File: config.mk
export PLATFORM = sky130hd
export DESIGN_NAME = sram_arbiter
export DESIGN_NICKNAME = d
export VERILOG_FILES = /design/src/rtl/sram_pkg.sv /design/src/rtl/sram_rr_grant.sv /design/src/rtl/sram_arbiter.sv
export SDC_FILE = /design/constraint.sdc
export NUM_CORES = 1
export LEC_CHECK = 0
export ABC_AREA = 1
export CAP_MARGIN = 20
export CORE_MARGIN = 1
export CORE_UTILIZATION = 50
export DETAILED_ROUTE_END_ITERATION = 8
export DONT_BUFFER_PORTS = 1
export MAX_ROUTING_LAYER = met4
export PLACE_DENSITY = 0.76
export REMOVE_ABC_BUFFERS = 1
export SYNTH_ARGS = -nofsm -noshare
export SYNTH_HDL_FRONTEND = slang
export SYNTH_SLANG_ARGS = --single-unit
File: constraint.sdc
create_clock -name clk -period 2.7 [get_ports clk]
set_input_delay 0.675 -clock clk [delete_from_list [all_inputs] [get_ports clk]]
set_output_delay 0.675 -clock clk [all_outputs]
set_load 0.05 [all_outputs]
File: src/rtl/sram_pkg.sv
// Shared state encoding and lane-map constants for the two-requester SRAM arbiter.
// The strobe helper turns a latched request into the ACCESS-phase strobe pattern.
package sram_pkg;

    typedef enum logic [1:0] {
        ST_IDLE   = 2'd0,
        ST_ACCESS = 2'd1,
        ST_DONE   = 2'd2
    } state_t;

    // Byte-enable bit positions feeding each chip's lower/upper byte strobe
    localparam int BE_LB0 = 0;
    localparam int BE_UB0 = 1;
    localparam int BE_LB1 = 2;
    localparam int BE_UB1 = 3;

    typedef struct packed {
        logic [1:0] ce_n;
        logic [1:0] ub_n;
        logic [1:0] lb_n;
        logic [1:0] we_n;
        logic [1:0] oe_n;
    } strobe_t;

    function automatic strobe_t access_strobes(input logic we, input logic [3:0] be);
        strobe_t s;
        s = '1;
        if (we) begin
            s.lb_n[0] = ~be[BE_LB0];
            s.ub_n[0] = ~be[BE_UB0];
            s.lb_n[1] = ~be[BE_LB1];
            s.ub_n[1] = ~be[BE_UB1];
            s.ce_n[0] = ~(be[BE_LB0] | be[BE_UB0]);
            s.ce_n[1] = ~(be[BE_LB1] | be[BE_UB1]);
            s.we_n    = s.ce_n;
        end else begin
            // Reads always fetch the full word; be does not matter
            s.ce_n = 2'b00;
            s.ub_n = 2'b00;
            s.lb_n = 2'b00;
            s.oe_n = 2'b00;
        end
        return s;
    endfunction

endpackage

File: src/rtl/sram_rr_grant.sv
// Two-way round-robin grant: a lone request wins outright, a tie goes to
// the requester that was not granted last.
module sram_rr_grant (
    input  logic [1:0] i_req,
    input  logic       i_last,
    output logic       o_grant,
    output logic       o_valid
);

    always_comb begin
        o_valid = |i_req;
        o_grant = i_req[1];
        if (&i_req) begin
            o_grant = ~i_last;
        end
    end

endmodule

File: src/rtl/sram_arbiter.sv
// Two-master arbiter for a pair of 16-bit async SRAMs forming one 32-bit word.
// Handshake: mN_req is held with stable fields until mN_ack, which pulses for one cycle.
module sram_arbiter
    import sram_pkg::*;
#(
    parameter int unsigned WAIT_CYCLES = 1
) (
    input  logic        clk,
    input  logic        reset_n,
    input  logic        m0_req,
    input  logic        m0_we,
    input  logic [17:0] m0_addr,
    input  logic [31:0] m0_wdata,
    input  logic [3:0]  m0_be,
    output logic        m0_ack,
    output logic [31:0] m0_rdata,
    input  logic        m1_req,
    input  logic        m1_we,
    input  logic [17:0] m1_addr,
    input  logic [31:0] m1_wdata,
    input  logic [3:0]  m1_be,
    output logic        m1_ack,
    output logic [31:0] m1_rdata,
    output logic [17:0] ram_addr,
    input  logic [31:0] ram_data_read,
    output logic [31:0] ram_data_write,
    output logic        ram_data_is_output,
    output logic [1:0]  ram_ce_n,
    output logic [1:0]  ram_ub_n,
    output logic [1:0]  ram_lb_n,
    output logic [1:0]  ram_we_n,
    output logic [1:0]  ram_oe_n,
    output logic [1:0]  dbg_state
);

    localparam logic [3:0] LAST_CNT = 4'(WAIT_CYCLES);

    state_t      r_state;
    state_t      w_state_nxt;
    logic [3:0]  r_cnt;
    logic        r_last;
    logic        r_sel;
    logic        r_we;
    logic [3:0]  r_be;
    logic [17:0] r_addr;
    logic [31:0] r_wdata;
    logic [31:0] r_m0_rdata;
    logic [31:0] r_m1_rdata;
    logic        r_m0_ack;
    logic        r_m1_ack;
    strobe_t     r_strb;
    strobe_t     w_strb_nxt;
    logic        r_drive;
    logic        w_drive_nxt;
    logic        w_we_nxt;
    logic [3:0]  w_be_nxt;
    logic        w_grant;
    logic        w_gvalid;
    logic        w_take;
    logic        w_last_access;

    sram_rr_grant u_grant (
        .i_req   ({m1_req, m0_req}),
        .i_last  (r_last),
        .o_grant (w_grant),
        .o_valid (w_gvalid)
    );

    assign w_take        = (r_state == ST_IDLE) && w_gvalid;
    assign w_last_access = (r_state == ST_ACCESS) && (r_cnt == LAST_CNT);

    always_comb begin
        w_state_nxt = r_state;
        w_we_nxt    = r_we;
        w_be_nxt    = r_be;
        case (r_state)
            ST_IDLE: begin
                if (w_gvalid) begin
                    w_state_nxt = ST_ACCESS;
                    w_we_nxt    = w_grant ? m1_we : m0_we;
                    w_be_nxt    = w_grant ? m1_be : m0_be;
                end
            end
            ST_ACCESS: begin
                if (r_cnt == LAST_CNT) begin
                    w_state_nxt = ST_DONE;
                end
            end
            ST_DONE:  w_state_nxt = ST_IDLE;
            default:  w_state_nxt = ST_IDLE;
        endcase

        // Outputs are decoded from the next state so the registered pins line up with r_state
        w_strb_nxt  = '1;
        w_drive_nxt = 1'b0;
        if (w_state_nxt == ST_ACCESS) begin
            w_strb_nxt = access_strobes(w_we_nxt, w_be_nxt);
        end
        if (w_state_nxt != ST_IDLE) begin
            w_drive_nxt = w_we_nxt;
        end
    end

    always_ff @(posedge clk or negedge reset_n) begin
        if (!reset_n) begin
            r_state    <= ST_IDLE;
            r_cnt      <= '0;
            r_last     <= 1'b1;
            r_sel      <= 1'b0;
            r_we       <= 1'b0;
            r_be       <= '0;
            r_addr     <= '0;
            r_wdata    <= '0;
            r_m0_rdata <= '0;
            r_m1_rdata <= '0;
            r_m0_ack   <= 1'b0;
            r_m1_ack   <= 1'b0;
            r_strb     <= '1;
            r_drive    <= 1'b0;
        end else begin
            r_state  <= w_state_nxt;
            r_we     <= w_we_nxt;
            r_be     <= w_be_nxt;
            r_strb   <= w_strb_nxt;
            r_drive  <= w_drive_nxt;
            r_cnt    <= (r_state == ST_ACCESS) ? r_cnt + 4'd1 : 4'd0;
            r_m0_ack <= w_last_access && !r_sel;
            r_m1_ack <= w_last_access && r_sel;
            if (w_take) begin
                r_sel   <= w_grant;
                r_last  <= w_grant;
                r_addr  <= w_grant ? m1_addr : m0_addr;
                r_wdata <= w_grant ? m1_wdata : m0_wdata;
            end
            if (w_last_access && !r_we) begin
                if (r_sel) begin
                    r_m1_rdata <= ram_data_read;
                end else begin
                    r_m0_rdata <= ram_data_read;
                end
            end
        end
    end

    assign m0_ack             = r_m0_ack;
    assign m1_ack             = r_m1_ack;
    assign m0_rdata           = r_m0_rdata;
    assign m1_rdata           = r_m1_rdata;
    assign ram_addr           = r_addr;
    assign ram_data_write     = r_wdata;
    assign ram_data_is_output = r_drive;
    assign ram_ce_n           = r_strb.ce_n;
    assign ram_ub_n           = r_strb.ub_n;
    assign ram_lb_n           = r_strb.lb_n;
    assign ram_we_n           = r_strb.we_n;
    assign ram_oe_n           = r_strb.oe_n;
    assign dbg_state          = r_state;

endmodule
After elaboration in Yosys (flattened, before gate mapping)
Index checks and enable logic that the tools add are counted.
Cells by class
  equal/unequal tests: 3
  add/subtract/negate cells: 1
  reductions and logical operators: 13
  bitwise logic cells: 10
  mux-type cells: 18
Operators by type and width (count)
  32-bit two-way mux: 1
  18-bit two-way mux: 1
  4-bit two-way mux: 4
  10-bit two-way mux: 1
  2-bit two-way mux: 4
  1-bit inverter: 8
  6-bit two-way mux: 1
  2-bit AND reduction: 3
  1-bit logical AND: 5
  1-bit two-way mux: 5
  4-bit by 1-bit adder with 4-bit output, second input constant: 1
  2-bit by 1-bit == test with 1-bit output, second input constant: 2
  4-bit by 1-bit == test with 1-bit output, second input constant: 1
  2-bit case mux with 2 select lines: 1
  1-bit zero test: 2
  2-bit zero test: 1
  1-bit bitwise OR: 2
  2-bit nonzero test: 1
  2-bit OR reduction: 1
Word-level totals
  register bits: 140
  input port bits: 146

Longest topological paths before layout
  word-level depth: 9
  depth in mapped cells: 9

By module
Synthesis repeated with hierarchy kept, for this count alone.
Second synthesis, totals
  cell total of the unflattened synthesis: 682
  area, all modules: 5960.7 um^2
By module, submodules not included
  sram_arbiter: times used 1, area each 5945.7 um^2, sequential area each 3490.8 um^2, cells each 679
  sram_rr_grant: times used 1, area each 15.0 um^2, sequential area each 0.0 um^2, cells each 3

Worst setup path before layout
OpenSTA, ideal clock, no wires.
  path type: register -> register
  start point: reg r_state[0], in the netlist dbg_state[0]
  end point: reg r_m0_rdata[10], in the netlist m0_rdata[10]
  setup time: 0.122 ns
  arrival: 1.555 ns
  cell stages (with the launch flop): 7
  clock period less this slack: 1.677 ns
  path slack: 1.023 ns
  required time: 2.578 ns
  cells stage by stage: dfrtp_1 -> nand2_2 -> nor2_8 -> nand3_4 -> buf_2 -> nand2_1 -> o21ai_1
On the way
  longest elaborated chain between the ends: 4
RTL lines
  from (decl): RTL line sram_arbiter.sv:38  | state_t r_state;
  from (signal assigned): RTL line sram_arbiter.sv:121  | r_state <= w_state_nxt;
  2-bit by 1-bit == test with 1-bit output: RTL line sram_arbiter.sv:70  | assign w_last_access = (r_state == ST_ACCESS) && (r_cnt == LAST_CNT);
  1-bit logical AND: RTL line sram_arbiter.sv:70
  1-bit logical AND: RTL line sram_arbiter.sv:135  | if (w_last_access && !r_we) begin
  2-bit AND reduction (no source line)
  to (signal assigned): RTL line sram_arbiter.sv:139  | r_m0_rdata <= ram_data_read;
  to (decl): RTL line sram_arbiter.sv:47  | logic [31:0] r_m0_rdata;
No other way between the ends.
A chain may end at the register's enable or synchronous reset.

Final worst setup path
  start point: reg r_state[1], in the netlist dbg_state[1]
  end point: reg r_m1_rdata[21], in the netlist m1_rdata[21]
On the way
  longest elaborated chain between the ends: 4
RTL lines
  2-bit by 1-bit == test with 1-bit output: RTL line sram_arbiter.sv:70
  1-bit logical AND: RTL line sram_arbiter.sv:70
  1-bit logical AND: RTL line sram_arbiter.sv:135
  2-bit AND reduction (no source line)
  to (signal assigned): RTL line sram_arbiter.sv:137  | r_m1_rdata <= ram_data_read;
  to (decl): RTL line sram_arbiter.sv:48  | logic [31:0] r_m1_rdata;
No other way between the ends.

==> impl_metrics.toml <==
[floorplan]
io_pins = 275
initial_core_util = 0.522
dieHeight_um = 109
rows = 38
fp.dieArea_um2 = 11900
core_um2 = 11000
die_w_um = 109

[detailed_routing]
drt-total-wl_mm = 13.6
wire_per_inst_um = 17.8
drt_iter0_markers = 388
drtPass1Iterations = 4
antenna_left = 0
via_per_inst = 5.48
route.detailed.drc = 0
vias = 4199

[finish]
multi_input_area_um2 = 1830
n_fill_cell = 925
nets = 761
area_growth_pct = 11.0
drive_gt1_frac = 0.0958
fin_util = 0.579
antenna_cells = 0
ff_latch_area_um2 = 3490
final_cell_mix = "nand2_1, dfrtp_1, o21ai_1, o21ai_0, nor2_1"
final_common_cell = "nand2_1"

[grt]
grt_max_degree = 140
antenna_found_initial = 0
grt_util_all_layers = 0.239
grt_pass1_wl_mm = 20.4
grt_overflow = 0
grt_pass1_vias = 3979

[clocking]
ctsResizeCount = 0
htreeDepth = 4
cts_tree = "built"
clkLatencyLatePin_ps = 410
cts-root-buf = "clkbuf_16"
cts_made_buffers = 17
clkTransAtPathRegs_ps = 60
cts_setup_buffers = 0
clockBufferDepth = 2
clkSinkCount = 139

[critical_path]
arrival_ps = 2460
slowest_delay_ps = 560
required_ps = 2970
cp_max_fo = 64
critPathSlowestCell = "dfrtp_1"
endpoint_kind = "flop"
crit_chain = "inv_1 > nand2_2 > nor2_8 > nand3_4 > nand2_1 > o21ai_1"
path_class = "flop to flop"
critPathLaunchType = "flop"

[run_status]
violations = "hold timing"
status = "complete, but fails checks"

[timing]
max_freq_mhz = 455
post-route-period-util = 0.814
setup-violations-final = 0
hold_viol_final = 129
fin_ws_ps = 502
rsz0062_at_grt = "false"
maxSlewViolCount = 0
skew_ps = 8.21
slew_headroom = 0.528
hold_slack_ps = -45.8
min_period_ps = 2200
worst_slew_pin_slew_ps = 708

[place]
dp_hpwl_mm = 9.62
place.gp.congestion = 0.793
place.port_buffers = 0
dp_slack_ps = 526

[yosys]
synth_cells = 624
ys_types = 24
ys_seq_elements = 139
yosys_warnings = 0
syn_area_per_cell_um2 = 9.23
yosysSeqAreaShare = 0.606
netlist_area_um2 = 5760

[flow_run]
maxCapViolCount = 0

[hold_path]
hold_class = "input port to asynchronous set/reset pin"
-- final cells by class --
| class | instances | share of cell area |
|---|---|---|
| clock buffer | 22 | 0.0773 |
| clock inverter | 10 | 0.0251 |
| inverter | 51 | 0.0300 |
| multi-input combinational | 398 | 0.287 |
| sequential | 139 | 0.546 |
| tap | 140 | 0.0274 |
| timing repair buffer | 6 | 0.00705 |
-- final timing paths --
| path | cells after the start | endpoint | startpoint | slack (ps) |
|---|---|---|---|---|
| min in group clk | 2 | m0_rdata[13] | ram_data_read[13] | 420 |
| worst min-delay path | 0 | m1_rdata[30] | reset_n | -50 |
| worst max-delay path | 6 | m1_rdata[21] | dbg_state[1] | 500 |
| worst min register to register | 2 | r_last | r_last | 470 |
| max in group asynchronous | 0 | ram_lb_n[1] | reset_n | 2460 |
| worst max register to register | 6 | m1_rdata[21] | dbg_state[1] | 500 |
-- flip-flops by register name, indices dropped and copies added, names as in the netlist, 4 cells and up --
register	cells
m0_rdata	32
m1_rdata	32
ram_data_write	32
ram_addr	18
r_be	4
r_cnt	4
-- synth_stat cells --
library cell | number | area share
nor2_8 | 1 | 0.0035
xor2_1 | 1 | 0.0015
xnor2_1 | 1 | 0.0015
nand3_1 | 14 | 0.012
buf_4 | 4 | 0.0052
dfrtp_1 | 129 | 0.56
ha_1 | 2 | 0.0043
clkbuf_1 | 6 | 0.0039
nor2_4 | 1 | 0.0020
buf_2 | 16 | 0.014
dfstp_2 | 10 | 0.046
nand3_2 | 1 | 0.0017
nand2_4 | 1 | 0.0020
a21oi_4 | 1 | 0.0028
o21ai_1 | 104 | 0.090
inv_2 | 2 | 0.0013
buf_6 | 10 | 0.020
o21ai_0 | 61 | 0.053
a21oi_2 | 1 | 0.0015
nand2_2 | 1 | 0.0011
nor2_1 | 58 | 0.038
inv_1 | 49 | 0.032
nand2_1 | 148 | 0.096
nand3_4 | 2 | 0.0061
-- routing by layer --
metal	GRT usage	routed length, µm
met4	0.122	486
met2	0.391	6620
met1	0.256	5060
met5	-	0
met3	0.0854	1470
-- metrics by stage --
stage / hold slack (ps) / setup TNS (ps) / std cells / cell area (µm²)
final: -45.8 / 0 / 766 / 6390
after global routing: -69.2 / 0 / 766 / 6390
after CTS: -63.2 / 0 / 766 / 6390
after detailed placement: 382 / 0 / 734 / 5740
after global placement: 382 / 0 / 734 / 5740
after floorplan: 379 / -10340 / 588 / 5510
-- kinds of logic (layout without fill, tap and decap cells) --
logic type / after synthesis / after routing / share of synthesized area
buffers and inverters: 87 / 89 / 0.0758
xor gates and xnor gates: 2 / 2 / 0.00304
adders and majority gates: 2 / 2 / 0.00435
AOI/OAI and AO/OA: 167 / 167 / 0.148
DFF: 139 / 139 / 0.606
and+or+nand+nor: 227 / 227 / 0.163
-- critical path, delay by kind of cell (launching register included) --
kind            cells  cell delay, ps
simple gates        4            1160
flops               1             560
compound gates      1             100
buf+inv             1             170
Power is not shown: default switching activity piles up to over one toggle a cycle in this logic, so the estimate is an artifact.
